<file path="config.mk">
export PLATFORM = sky130hd
export DESIGN_NAME = regfile_operand_fetch
export DESIGN_NICKNAME = d
export VERILOG_FILES = /design/src/rtl/regfile_operand_fetch.sv
export SDC_FILE = /design/constraint.sdc
export NUM_CORES = 1
export LEC_CHECK = 0
export ABC_AREA = 1
export BUFFER_PORTS_ARGS = -buffer_cell sky130_fd_sc_hd__buf_4
export CAP_MARGIN = 15
export CELL_PAD_IN_SITES_DETAIL_PLACEMENT = 1
export CELL_PAD_IN_SITES_GLOBAL_PLACEMENT = 2
export CORE_UTILIZATION = 23
export DETAILED_ROUTE_END_ITERATION = 10
export PLACE_DENSITY = 0.89
export SLEW_MARGIN = 20
export SYNTH_ARGS = -nofsm -noshare
export SYNTH_HDL_FRONTEND = slang
export SYNTH_SLANG_ARGS = --single-unit
</file>
<file path="constraint.sdc">
create_clock -name clk -period 2.4 [get_ports clk]
set_input_delay 0.36 -clock clk [delete_from_list [all_inputs] [get_ports clk]]
set_output_delay 0.36 -clock clk [all_outputs]
set_load 0.01 [all_outputs]
</file>
<file path="src/rtl/regfile_operand_fetch.sv">
// Operand-fetch initiator for a two-read/one-write register file with registered reads.
// Optional REGFILE_BYPASS_EN: same-edge write hazards are forwarded instead of re-read.
module regfile_operand_fetch #(
    parameter int DATA_W   = 16,
    parameter int ADDR_W   = 4,
    parameter int NUM_REGS = 8
) (
    input  logic              clk,
    input  logic              rst,
    input  logic              req_valid,
    output logic              req_ready,
    input  logic [ADDR_W-1:0] req_rs1,
    input  logic [ADDR_W-1:0] req_rs2,
    output logic              resp_valid,
    input  logic              resp_ready,
    output logic [DATA_W-1:0] resp_op1,
    output logic [DATA_W-1:0] resp_op2,
    output logic              resp_err,
    input  logic              wb_valid,
    input  logic [ADDR_W-1:0] wb_addr,
    input  logic [DATA_W-1:0] wb_data,
    output logic [ADDR_W-1:0] rf_read_addr1,
    output logic [ADDR_W-1:0] rf_read_addr2,
    input  logic [DATA_W-1:0] rf_read_data1,
    input  logic [DATA_W-1:0] rf_read_data2,
    output logic              rf_write_enable,
    output logic [ADDR_W-1:0] rf_write_addr,
    output logic [DATA_W-1:0] rf_write_data
);

    typedef enum logic [1:0] {IDLE, ISSUE, CAPTURE, RESP} state_t;

    state_t            state_q, state_d;
    logic [ADDR_W-1:0] ra1_q, ra1_d, ra2_q, ra2_d;
    logic [DATA_W-1:0] op1_q, op1_d, op2_q, op2_d;
    logic              err_q, err_d;
    logic              h1_q, h1_d, h2_q, h2_d;
    logic              in1, in2, hz1, hz2;
`ifdef REGFILE_BYPASS_EN
    logic [DATA_W-1:0] wbd_q, wbd_d;
`endif

    function automatic logic in_range(input logic [ADDR_W-1:0] a);
        return 32'(a) < NUM_REGS;
    endfunction

    assign rf_write_enable = wb_valid && in_range(wb_addr);
    assign rf_write_addr   = wb_addr;
    assign rf_write_data   = wb_data;

    // The latched request indices double as the read-address registers.
    assign rf_read_addr1 = ra1_q;
    assign rf_read_addr2 = ra2_q;
    assign req_ready     = (state_q == IDLE);
    assign resp_valid    = (state_q == RESP);
    assign resp_op1      = op1_q;
    assign resp_op2      = op2_q;
    assign resp_err      = err_q;

    assign in1 = in_range(ra1_q);
    assign in2 = in_range(ra2_q);
    assign hz1 = rf_write_enable && (rf_write_addr == ra1_q);
    assign hz2 = rf_write_enable && (rf_write_addr == ra2_q);

    always_comb begin
        state_d = state_q;
        ra1_d   = ra1_q;
        ra2_d   = ra2_q;
        op1_d   = op1_q;
        op2_d   = op2_q;
        err_d   = err_q;
        h1_d    = h1_q;
        h2_d    = h2_q;
`ifdef REGFILE_BYPASS_EN
        wbd_d   = wbd_q;
`endif
        case (state_q)
            IDLE: begin
                if (req_valid) begin
                    ra1_d   = req_rs1;
                    ra2_d   = req_rs2;
                    state_d = ISSUE;
                end
            end
            ISSUE: begin
                h1_d    = hz1;
                h2_d    = hz2;
`ifdef REGFILE_BYPASS_EN
                wbd_d   = wb_data;
`endif
                state_d = CAPTURE;
            end
            CAPTURE: begin
`ifdef REGFILE_BYPASS_EN
                op1_d   = !in1 ? '0 : (h1_q ? wbd_q : rf_read_data1);
                op2_d   = !in2 ? '0 : (h2_q ? wbd_q : rf_read_data2);
                err_d   = !in1 || !in2;
                state_d = RESP;
`else
                if (h1_q || h2_q) begin
                    // Addresses are still driven, so this edge is the re-read: one cycle per retry.
                    h1_d = hz1;
                    h2_d = hz2;
                end else begin
                    op1_d   = in1 ? rf_read_data1 : '0;
                    op2_d   = in2 ? rf_read_data2 : '0;
                    err_d   = !in1 || !in2;
                    state_d = RESP;
                end
`endif
            end
            RESP: begin
                if (resp_ready) state_d = IDLE;
            end
            default: state_d = IDLE;
        endcase
    end

    always_ff @(posedge clk) begin
        if (rst) begin
            state_q <= IDLE;
            ra1_q   <= '0;
            ra2_q   <= '0;
            op1_q   <= '0;
            op2_q   <= '0;
            err_q   <= 1'b0;
            h1_q    <= 1'b0;
            h2_q    <= 1'b0;
`ifdef REGFILE_BYPASS_EN
            wbd_q   <= '0;
`endif
        end else begin
            state_q <= state_d;
            ra1_q   <= ra1_d;
            ra2_q   <= ra2_d;
            op1_q   <= op1_d;
            op2_q   <= op2_d;
            err_q   <= err_d;
            h1_q    <= h1_d;
            h2_q    <= h2_d;
`ifdef REGFILE_BYPASS_EN
            wbd_q   <= wbd_d;
`endif
        end
    end

endmodule

</file>
==> Yosys cells after proc, flatten, opt, wreduce, memory -nomap -nowiden <==
Index checks and enable logic that the tools add are counted.
{ "classes": {"add_sub_neg": 0, "n_mul": 0, "div_mod_pow": 0, "n_lt_le_gt_ge": 3, "eq_ne": 9, "shifts": 0, "n_mux": 10, "bitwise_logic": 1, "reduce_logical": 13} }
{ "op_table": {"columns": ["op", "count"], "rows": [
  ["$mux W16", 2],
  ["$lt A4 B4 Y1 const B", 3],
  ["$eq A4 B4 Y1", 2],
  ["$pmux W2 S4", 1],
  ["$mux W2", 3],
  ["$ne A2 B2 Y1 const B", 3],
  ["$reduce_and A2 Y1", 3],
  ["$eq A2 B2 Y1 const B", 2],
  ["$pmux W1 S2", 2],
  ["$logic_and A1 B1 Y1", 3],
  ["$reduce_and A3 Y1", 1],
  ["$eq A2 B1 Y1 const B", 1],
  ["$logic_not A1 Y1", 2],
  ["$logic_not A2 Y1", 1],
  ["$logic_or A1 B1 Y1", 2],
  ["$mux W1", 2],
  ["$ne A2 B1 Y1 const B", 1],
  ["$reduce_bool A2 Y1", 1],
  ["$not A1 Y1", 1]
]} }
{ "totals": {"reg_bits": 45, "latchBits": 0, "ramBits": 0, "mem_bits_ro": 0, "input_bits": 65, "out_inout_bits": 64, "word_cells": 44, "n_memories": 0} }

==> Logic depth before layout (Yosys ltp) <==
Gate-level depths: netlist (run 1).
{ "logic_depth": {"ltp_word": 5, "depth_mapped": 8, "ltp_nobuf": 8} }

==> Worst setup path after synthesis (run 1) <==
No wires, ideal clock.
{ "synth_timing": {"path_type": "reg-to-reg", "start": "register state_q[0]", "end": "register ra1_q[3], in the netlist rf_read_addr1[3]", "setup_ns": 0.070, "t_arrival_ns": 1.279, "t_required_ns": 2.330, "slack_ns": 1.051, "path_stages_with_launch": 7, "n_path_buf": 1, "path_cell_list": "dfxtp_1 -> inv_1 -> ha_1 -> nand2_1 -> clkbuf_1 -> o21ai_0 -> a21oi_1"} }
{ "synth_between": {"elab_chain_len": 2} }
{ "synth_lines": {"columns": ["element", "line", "text"], "rows": [
  ["start: declaration", "33", "state_t state_q, state_d;"],
  ["start signal: assignment", "133", "state_q <= state_d;"],
  ["$logic_not A2 Y1", null, null],
  ["named net req_ready", "11", "output logic req_ready,"],
  ["$reduce_and A2 Y1 (no source line)", null, null],
  ["end signal: assignment", "134", "ra1_q <= ra1_d;"],
  ["end: declaration", "34", "logic [ADDR_W-1:0] ra1_q, ra1_d, ra2_q, ra2_d;"]
]} }
The timed path passes the listed nets, and every way through them passes these cells.
A chain may end at the register's enable or synchronous reset.

==> Worst setup path in the final report (run 1) <==
{ "layout_timing": {"start": "register state_q[0]", "end": "register err_q, in the netlist resp_err"} }
{ "layout_between": {"elab_chain_len": 2} }
{ "layout_lines": {"columns": ["element", "line", "text"], "rows": [
  ["$eq A2 B2 Y1", "77", "case (state_q)"],
  ["$reduce_and A2 Y1 (no source line)", null, null],
  ["end signal: assignment", "138", "err_q <= err_d;"],
  ["end: declaration", "36", "logic err_q, err_d;"]
]} }
No other way between the ends.

==> results of run 1 <==
worst reg2reg max path, delay by kind of cell, from the launching register on:
family | cells | cell delay, ns
and+or+nand+nor | 2 | 0.16
AOI/OAI and AO/OA | 1 | 0.35
buffers and inverters | 2 | 0.49
DFF | 1 | 0.39
adders and majority gates | 1 | 0.26
layout make-up:
cell class | count | area, um2
flip-flops and latches | 45 | 900.9
clock buffers | 7 | 86.33
repair buffers | 98 | 735.7
fillers | 1086 | 5908
clock inverters | 1 | 30.03
multi-input cells | 168 | 844.6
inverters | 21 | 80.08
well taps | 108 | 135.1
stage by stage:
stage	setup slack, ns	hold slack (ns)
after floorplan	1.052	0.4642
after global placement	0.7154	0.4539
after detailed placement	0.6357	0.4600
after CTS	0.6134	0.3095
after global routing	0.3891	0.3093
final	0.6545	0.3244
metal layers:
layer  wire, um  vias to the layer above
li1           -                      993
met1       2555                      920
met2       2885                       57
met3        310                        8
met4         38                        0
met5          0                        -
sequential cells by signal, indices dropped and copies added (netlist names):
register / flops
resp_err: 1
state_q: 2
rf_read_addr1: 4
h1_q: 1
rf_read_addr2: 4
resp_op2: 16
h2_q: 1
resp_op1: 16
cells by family (layout without fill, tap and decap cells):
group / after synthesis / after routing / share of synthesized area
buffers and inverters: 55 / 127 / 0.1535
DFF: 45 / 45 / 0.4369
and+or+nand+nor: 109 / 109 / 0.2482
adders and majority gates: 4 / 4 / 0.02427
AOI/OAI and AO/OA: 55 / 55 / 0.1371
worst min path at each step:
stage / end / slack, ns / cells after the start
floorplan: h1_q / 0.46 / 2
global placement: resp_op2[2] / 0.45 / 2
detailed placement: resp_op1[14] / 0.46 / 2
CTS: resp_op2[9] / 0.31 / 3
global route: resp_op2[9] / 0.31 / 3
finish: resp_op2[9] / 0.32 / 3
power by group through the flow:
stage | Clock (uW) | Combinational, uW | Sequential, uW
2_1_floorplan | 0 | 587 | 1090
3_5_place_dp | 0 | 1050 | 1040
5_1_grt | 651 | 1150 | 1050
3_3_place_gp | 0 | 1020 | 1040
6_report | 596 | 1030 | 1020
4_1_cts | 625 | 1060 | 1030
Yosys cell counts (2+ instances only):
master and count:
a21oi_1 40, a21oi_2 2, buf_2 6, buf_4 20, buf_6 2, clkbuf_1 5, clkinv_1 2, dfxtp_1 45
ha_1 4, inv_1 18, nand2_1 57, nand3_1 26, nand3_2 10, nor2_1 12, nor3_1 2, o21ai_0 13
==> out/results.ini, run 1 <==
[layout]
syn_to_final_growth_pct = 36.41
layout_common_cells = buf_4, nand2_1, dfxtp_1
drive_gt1_frac = 0.3529
antenna_cells = 0
finalCoreUtilization = 0.3225
final_area_um2 = 2813
final_common_cell = buf_4
nets = 408
layout.cells.non_filler = 448

[clocking]
clkSinkCount = 45
htreeDepth = 2
cts-root-buf = clkbuf_8
cts_tree = yes
insertion_delay_ns = 0.29
cts_hold_buf = 0
numCtsBuffers = 5
cts-resized-gates = 0
clkSlewWorstSetupHoldPaths_ns = 0.09
post_cts_buffers = 0
clockBufferDepth = 2

[die]
coreArea_um2 = 8721
rows = 34
initial_core_util = 0.2364
die_x_um = 96.69
io_pins = 129
die_area_um2 = 9348
die_h_um = 96.69

[placement]
place_congestion = 0.7482
dp.cells = 440
portBuffers = 96
placed_cell_area_um2 = 2696
hpwl_um = 4260

[grt]
grt_pass1_vias = 2008
grt_max_degree = 35
overflow = 0
track_usage = 0.1252
gr-usage-met2 = 0.2156
grt_first_pass_wirelength_um = 9570
grtUsageMet1 = 0.1563
busiest_layer = met2
use_met3 = 0.02818
antenna_found_initial = 0

[setup_path]
crit_arrival_ns = 1.92
r2r-start = state_q[0]
reg2reg_slack_ns = 0.65
cp-start-kind = flip-flop
cp_num_buf_inv = 2
critical_path_class = flip-flop to flip-flop
slowest_delay_ns = 0.41
cp_slowest_cell = clkinv_2
cp_num_cells = 6
r2r-end = resp_err
worst-r2r-cell-count = 6
endpoint = resp_err
setup.worst_path.end_class = flip-flop
worstPathCellList = inv_1 -> ha_1 -> nand2_2 -> clkinv_2 -> o21ai_0 -> nor2_1
cp_top_family = buffers and inverters
worstPathRequired_ns = 2.58
critPathMaxFanout = 33
startpoint = state_q[0]

[power]
power_uw = 2652
power_switching_uw = 958.9
power_frac_seq = 0.386
clkPwrFrac = 0.225
pwr-share-comb = 0.389
p_leak_uw = 0.001250
powerDensity_nw_per_um2 = 942.8
p_int_uw = 1693
p_sw_frac = 0.3616
ir_drop_mv = 0.4475

[yosys]
yosysTopAreaCell = dfxtp_1
ys.warnings.count = 0
postSynthRegisterBits = 45
syn_area_per_cell_um2 = 7.694
synth.cell_area_um2 = 2062
syn-num-nets = 337
syn_inst = 268
synth_cell_types = 20
synth-edff-count = 0
yosys_most_used_dff = dfxtp_1
netlist.area_leader.share = 0.4369
synthArstFlopShare = 0
ys_seq_area_frac = 0.4369
synth_area_leaders = dfxtp_1, nand2_1, a21oi_1

[drt]
ant_nets = 0
drtPass1Iterations = 4
vias = 1978
wl_per_cell_um = 12.92
wl_um = 5790
drt_iter0_drc = 66
viasPerCell = 4.415
drc = 0

[hold_path]
hold_path_class = primary input to flip-flop
hp-start = rf_read_data2[9]

[sta]
fmax_mhz = 572.9
hold_viol = 0
setup_viol = 0
final_max_slew_viol_count = 0
fin_tns_setup_ns = 0
tightest_slew_ns = 0.5916
skew_ns = 0.008482
slew_headroom = 0.6032
period_share = 0.7273
period_needed_ns = 1.746
rsz0062_at_grt = no

[run]
cap_violations = 0

[run_status]
status = complete, no violations

No activity file was read; power rests on OpenSTA's default activity.
==> run 2: changes to the inputs <==
--- a/config.mk
+++ b/config.mk
@@ -10,9 +10,9 @@
 export CAP_MARGIN = 15
 export CELL_PAD_IN_SITES_DETAIL_PLACEMENT = 1
 export CELL_PAD_IN_SITES_GLOBAL_PLACEMENT = 2
-export CORE_UTILIZATION = 23
+export CORE_UTILIZATION = 21
 export DETAILED_ROUTE_END_ITERATION = 10
-export PLACE_DENSITY = 0.89
+export PLACE_DENSITY = 0.83
 export SLEW_MARGIN = 20
 export SYNTH_ARGS = -nofsm -noshare
 export SYNTH_HDL_FRONTEND = slang
==> constraint.sdc (replaced) <==
create_clock -name clk -period 1.8 [get_ports clk]
set_input_delay 0.27 -clock clk [delete_from_list [all_inputs] [get_ports clk]]
set_output_delay 0.27 -clock clk [all_outputs]
set_load 0.01 [all_outputs]
==> run 2 against run 1 <==
  * Critical path depth increased by 1
  * Sequential cell count unchanged
  * Cell area increased by 2.4%
  * Clock power is 32% higher
  * Register-to-register slack worse by 0.33 ns
  * Via count is 1.1% higher
  * Critical path type unchanged
  * Clock skew is 0.0013 ns higher
  * Worst hold slack lost 0.098 ns
  * Sequential share of layout area decreased by 0.74 points
  * Fmax increased by 18%
==> out/results.ini, run 2 (synthesis gave the netlist of run 1 again) <==
[run_status]
status = complete, no violations

[die]
die_area_um2 = 10220  ; +9.3%
die_x_um = 101.1  ; +4.6%
coreArea_um2 = 9371  ; +7.5%
die_h_um = 101.1  ; +4.6%
rows = 35  ; +2.9%
io_pins = 129  ; unchanged
initial_core_util = 0.2200  ; -0.01642

[run]
cap_violations = 0  ; unchanged

[grt]
grt_pass1_vias = 2051  ; +2.1%
overflow = 0  ; unchanged
track_usage = 0.1249  ; -0.0003401
antenna_found_initial = 0  ; unchanged
grt_first_pass_wirelength_um = 9873  ; +3.2%
grt_max_degree = 34  ; -2.9%

[sta]
hold_viol = 0  ; unchanged
fin_tns_setup_ns = 0  ; unchanged
rsz0062_at_grt = no
setup_viol = 0  ; unchanged
period_share = 0.8218  ; +0.09446
skew_ns = 0.009787  ; +0.001305 ns
final_max_slew_viol_count = 0  ; unchanged
period_needed_ns = 1.479  ; -0.2663 ns
tightest_slew_ns = 0.4848  ; -0.1068 ns
fmax_mhz = 676.1  ; +18%
slew_headroom = 0.6760  ; +0.07283

[setup_path]
reg2reg_slack_ns = 0.32  ; -0.33 ns
crit_arrival_ns = 1.68  ; -0.24 ns
setup.worst_path.end_class = flip-flop
worst-r2r-cell-count = 7  ; +1
worstPathRequired_ns = 2.00  ; -0.58 ns
critical_path_class = flip-flop to flip-flop
r2r-start = state_q[0]
r2r-end = resp_op1[10]
cp-start-kind = flip-flop
critPathMaxFanout = 20  ; -39%

[placement]
dp.cells = 467  ; +6.1%
hpwl_um = 4707  ; +10%
place_congestion = 0.7520  ; +0.51%
portBuffers = 96  ; unchanged

[hold_path]
hold_depth = 3  ; unchanged
min_to = resp_op1[10]
hp-start = rf_read_data1[10]
hold_path_class = primary input to flip-flop

[drt]
ant_nets = 0  ; unchanged
vias = 2000  ; +1.1%
drtPass1Iterations = 4  ; unchanged
wl_um = 6260  ; +8.1%
viasPerCell = 4.211  ; -4.6%
drc = 0  ; unchanged
wl_per_cell_um = 13.18  ; +2.0%
drt_iter0_drc = 55  ; -17%

[clocking]
cts_tree = yes
numCtsBuffers = 5  ; unchanged
cts-resized-gates = 0  ; unchanged
clockBufferDepth = 2  ; unchanged
post_cts_buffers = 0  ; unchanged
cts-root-buf = clkbuf_8
htreeDepth = 2  ; unchanged
cts_hold_buf = 0  ; unchanged
clkSinkCount = 45  ; unchanged
insertion_delay_ns = 0.30  ; about the same
clkSlewWorstSetupHoldPaths_ns = 0.09  ; about the same

[layout]
fillers = 1179  ; +8.6%
antenna_cells = 0  ; unchanged
syn_to_final_growth_pct = 39.62
nets = 414  ; +1.5%
layout.cells.non_filler = 475  ; +6.0%
final_common_cell = buf_4
drive_gt1_frac = 0.3642  ; +0.01122
layout_common_cells = buf_4, nand2_1, dfxtp_1

[power]
p_leak_uw = 0.001276  ; +2.0%
powerDensity_nw_per_um2 = 1249  ; +32%
ir_drop_mv = 0.3936  ; -12%

## run 2: changes by cell type in the layout (fill, tap and decap cells not counted)
cell | previous run | this run
buf_4 | 98 | 104
clkbuf_8 | 6 | 5
clkinv_4 | 0 | 1
## run 2: per-layer routing
layer,track usage,wire (um)
met1,0.1460,2736
met2,0.2219,3149
met3,0.03537,347
met4,0.03344,27
met5,0,0
## run 2: cell type report
class / instances / area (um2) / area share
sequential: 45 / 900.9 / 0.3129
multi-input combinational: 168 / 844.6 / 0.2934
timing repair buffer: 104 / 780.7 / 0.2712
tap: 129 / 161.4 / 0.05606
inverter: 21 / 80.08 / 0.02781
clock buffer: 6 / 72.57 / 0.02521
clock inverter: 2 / 38.79 / 0.01347
## run 2: worst max-delay path by stage
stage / startpoint / end / slack (ns) / depth (start not counted)
after detailed placement: state_q[0] / resp_op1[10] / 0.32 / 7
after floorplan: state_q[0] / rf_read_addr1[3] / 0.45 / 6
after global placement: state_q[0] / resp_op1[10] / 0.44 / 7
after global routing: state_q[0] / rf_read_addr1[2] / 0.17 / 5
final: state_q[0] / resp_op1[10] / 0.32 / 7
after CTS: state_q[0] / resp_op1[10] / 0.32 / 7
## run 2: power breakdown
part | leakage, uW | switching, uW | internal, uW
registers | 0.000367 | 144 | 1220
logic | 0.000853 | 817 | 630
clock network | 0.0000554 | 368 | 417
total | 0.00128 | 1330 | 2270
## run 2: critical path: stages (launching register included)
cell      delay, ns
dfxtp_1        0.39
inv_1          0.08
ha_1           0.25
nand2_2        0.11
clkinv_2       0.06
buf_4          0.21
o21ai_0        0.20
nor2_1         0.06
## run 2: through the flow
step	area [um2]	power (uW)	utilization	hold WS, ns	setup slack (ns)
final	2879	3596	0.3072	0.2261	0.3208
after global routing	2879	3889	0.3072	0.2152	0.1660
after CTS	2879	3683	0.3072	0.2142	0.3164
after detailed placement	2768	2872	0.2953	0.4571	0.3228
after global placement	2768	2820	0.2953	0.4522	0.4357
after floorplan	2062	2242	-	0.4136	0.4515
==> run 3: changes to the inputs <==
==> constraint.sdc (replaced) <==
create_clock -name clk -period 1.5 [get_ports clk]
set_input_delay 0.225 -clock clk [delete_from_list [all_inputs] [get_ports clk]]
set_output_delay 0.225 -clock clk [all_outputs]
set_load 0.01 [all_outputs]
==> run 3 against run 2 <==
  * Critical endpoint is now req_ready
  * Cell count rose by 0.21%
  * Count of clock-buffer cells in the layout did not move
  * Largest cell class unchanged
  * Critical path depth fell by 4
  * First-iteration DRC count is 31% lower
  * Non-clock buffer count up 1
  * Critical path type is now flip-flop to output pin
  * Sequential cell count unchanged
  * Worst hold slack lost 0.042 ns
  * Cell area grew 0.87%
  * Clock skew shrank 0.0025 ns
  * Routed wire length fell by 0.65%
  * Setup slack got worse by 0.20 ns
==> out/results.ini, run 3 (synthesis gave the netlist of run 1 again) <==
[placement]
place_congestion = 0.7026  ; -6.6%
portBuffers = 96  ; unchanged
dp.cells = 468  ; +0.21%
hpwl_um = 4641  ; -1.4%

[power]
p_int_uw = 2765  ; +22%
ir_drop_mv = 0.4690  ; +19%
power_frac_seq = 0.378  ; about the same
pwr-share-comb = 0.407  ; +0.005
p_sw_frac = 0.3656  ; -0.003937
clkPwrFrac = 0.215  ; -0.003
power_uw = 4358  ; +21%
p_leak_uw = 0.001287  ; +0.87%
power_switching_uw = 1593  ; +20%
powerDensity_nw_per_um2 = 1501  ; +20%

[layout]
syn_to_final_growth_pct = 40.84
antenna_cells = 0  ; unchanged
drive_gt1_frac = 0.3689  ; +0.004714
layout_common_cells = buf_4, nand2_1, dfxtp_1
nets = 415  ; +0.24%
final_common_cell = buf_4
layout.cells.non_filler = 476  ; +0.21%

[setup_path]
startpoint = state_q[1]
critical_path_class = flip-flop to output pin
slowest_delay_ns = 0.39  ; about the same
worstPathRequired_ns = 1.27  ; -0.73 ns
reg2reg_slack_ns = 0.16  ; -0.16 ns
critPathMaxFanout = 4  ; -80%
cp-start-kind = flip-flop
r2r-end = resp_op1[10]
worstPathCellList = inv_1 -> ha_1 -> buf_4
crit_arrival_ns = 1.16  ; -0.52 ns
cp_slowest_cell = dfxtp_1
endpoint = req_ready
worst-r2r-cell-count = 7  ; unchanged
r2r-start = state_q[0]
setup.worst_path.end_class = output pin

[die]
die_h_um = 101.1  ; unchanged
rows = 35  ; unchanged
initial_core_util = 0.2200  ; unchanged
die_x_um = 101.1  ; unchanged
io_pins = 129  ; unchanged
coreArea_um2 = 9371  ; unchanged
die_area_um2 = 10220  ; unchanged

[sta]
hold-worst-slack_ns = 0.1846  ; -0.04154 ns
period_share = 0.9207
final_max_slew_viol_count = 0  ; unchanged
skew_ns = 0.007258  ; -0.002528 ns
fin_tns_setup_ns = 0  ; unchanged
hold_viol = 0  ; unchanged
fmax_mhz = 724.1
slew_headroom = 0.7448  ; +0.06877
rsz0062_at_grt = no
setup_viol = 0  ; unchanged
tightest_slew_ns = 0.3828  ; -0.1020 ns
period_needed_ns = 1.381

[drt]
vias = 2026  ; +1.3%
wl_um = 6219  ; -0.65%
drtPass1Iterations = 4  ; unchanged
ant_nets = 0  ; unchanged
wl_per_cell_um = 13.07  ; -0.86%
viasPerCell = 4.256  ; +1.1%
drc = 0  ; unchanged
drt_iter0_drc = 38  ; -31%

[clocking]
cts_tree = yes
clockBufferDepth = 2  ; unchanged
htreeDepth = 2  ; unchanged
post_cts_buffers = 0  ; unchanged
cts-root-buf = clkbuf_8
insertion_delay_ns = 0.30  ; about the same
clkSlewWorstSetupHoldPaths_ns = 0.09  ; about the same
numCtsBuffers = 5  ; unchanged
clkSinkCount = 45  ; unchanged

[grt]
antenna_found_initial = 0  ; unchanged
busiest_layer = met2
gr-usage-met2 = 0.2203  ; -0.001570
track_usage = 0.1244  ; -0.0004404
grtUsageMet1 = 0.1486  ; +0.002604
grt_first_pass_wirelength_um = 9853  ; -0.20%
use_met3 = 0.02843  ; -0.006935
overflow = 0  ; unchanged
grt_max_degree = 34  ; unchanged
grt_pass1_vias = 2024  ; -1.3%

[run_status]
status = complete, no violations

[run]
cap_violations = 0  ; unchanged

[hold_path]
hold_depth = 3  ; unchanged
hold_path_class = primary input to flip-flop

## run 3: changes by cell type in the layout (fill, tap and decap cells not counted), sizes merged
cell / before / now
buf: 104 / 105
## run 3: final cells by class
class	instances	area, um2
Tap cell	129	161.4
Sequential cell	45	902.1
Timing Repair Buffer	105	804.5
Clock inverter	2	38.79
Clock buffer	6	72.57
Fill cell	1197	6467
Inverter	21	80.08
Multi-Input combinational cell	168	844.6
## run 3: worst min path at each step
| stage | startpoint | end | slack, ns |
|---|---|---|---|
| finish | rf_read_data2[10] | resp_op2[10] | 0.18 |
| global route | rf_read_data1[15] | resp_op1[15] | 0.17 |
| CTS | rf_read_data2[10] | resp_op2[10] | 0.17 |
| detailed placement | wb_data[13] | rf_write_data[13] | 0.45 |
| global placement | wb_data[13] | rf_write_data[13] | 0.45 |
| floorplan | rf_read_data2[10] | resp_op2[10] | 0.37 |
## run 3: repair_timing
item,4_1_cts,5_1_grt
endpoints found under the setup margin,0,8
gates resized for setup,0,2
hold buffers,0,0
## run 3: routing by layer
| metal | up-vias | routed length [um] |
|---|---|---|
| li1 | 1003 | - |
| met1 | 953 | 2774 |
| met2 | 62 | 3077 |
| met3 | 8 | 298 |
| met4 | 0 | 69 |
| met5 | - | 0 |
## run 3: power groups by stage
| stage | registers [uW] | logic, uW | clock network, uW |
|---|---|---|---|
| 2_1_floorplan | 1750 | 939 | 0 |
| 3_3_place_gp | 1660 | 1760 | 0 |
| 3_5_place_dp | 1670 | 1800 | 0 |
| 4_1_cts | 1650 | 1810 | 1000 |
| 5_1_grt | 1680 | 1990 | 1030 |
| 6_report | 1650 | 1770 | 938 |
## run 3: through the flow
step           setup WS, ns    util  area (um2)
2_1_floorplan        0.1515       -        2062
3_3_place_gp         0.1428  0.2975        2788
3_5_place_dp        0.06324  0.2975        2788
4_1_cts             0.05327  0.3093        2899
5_1_grt             0.01698  0.3099        2904
6_report             0.1190  0.3099        2904
## run 3: worst max-delay path, delay by kind of cell (launching register included)
| family | cells | cell delay (ns) |
|---|---|---|
| flops | 1 | 0.39 |
| buf+inv | 2 | 0.24 |
| fa+ha+maj | 1 | 0.24 |
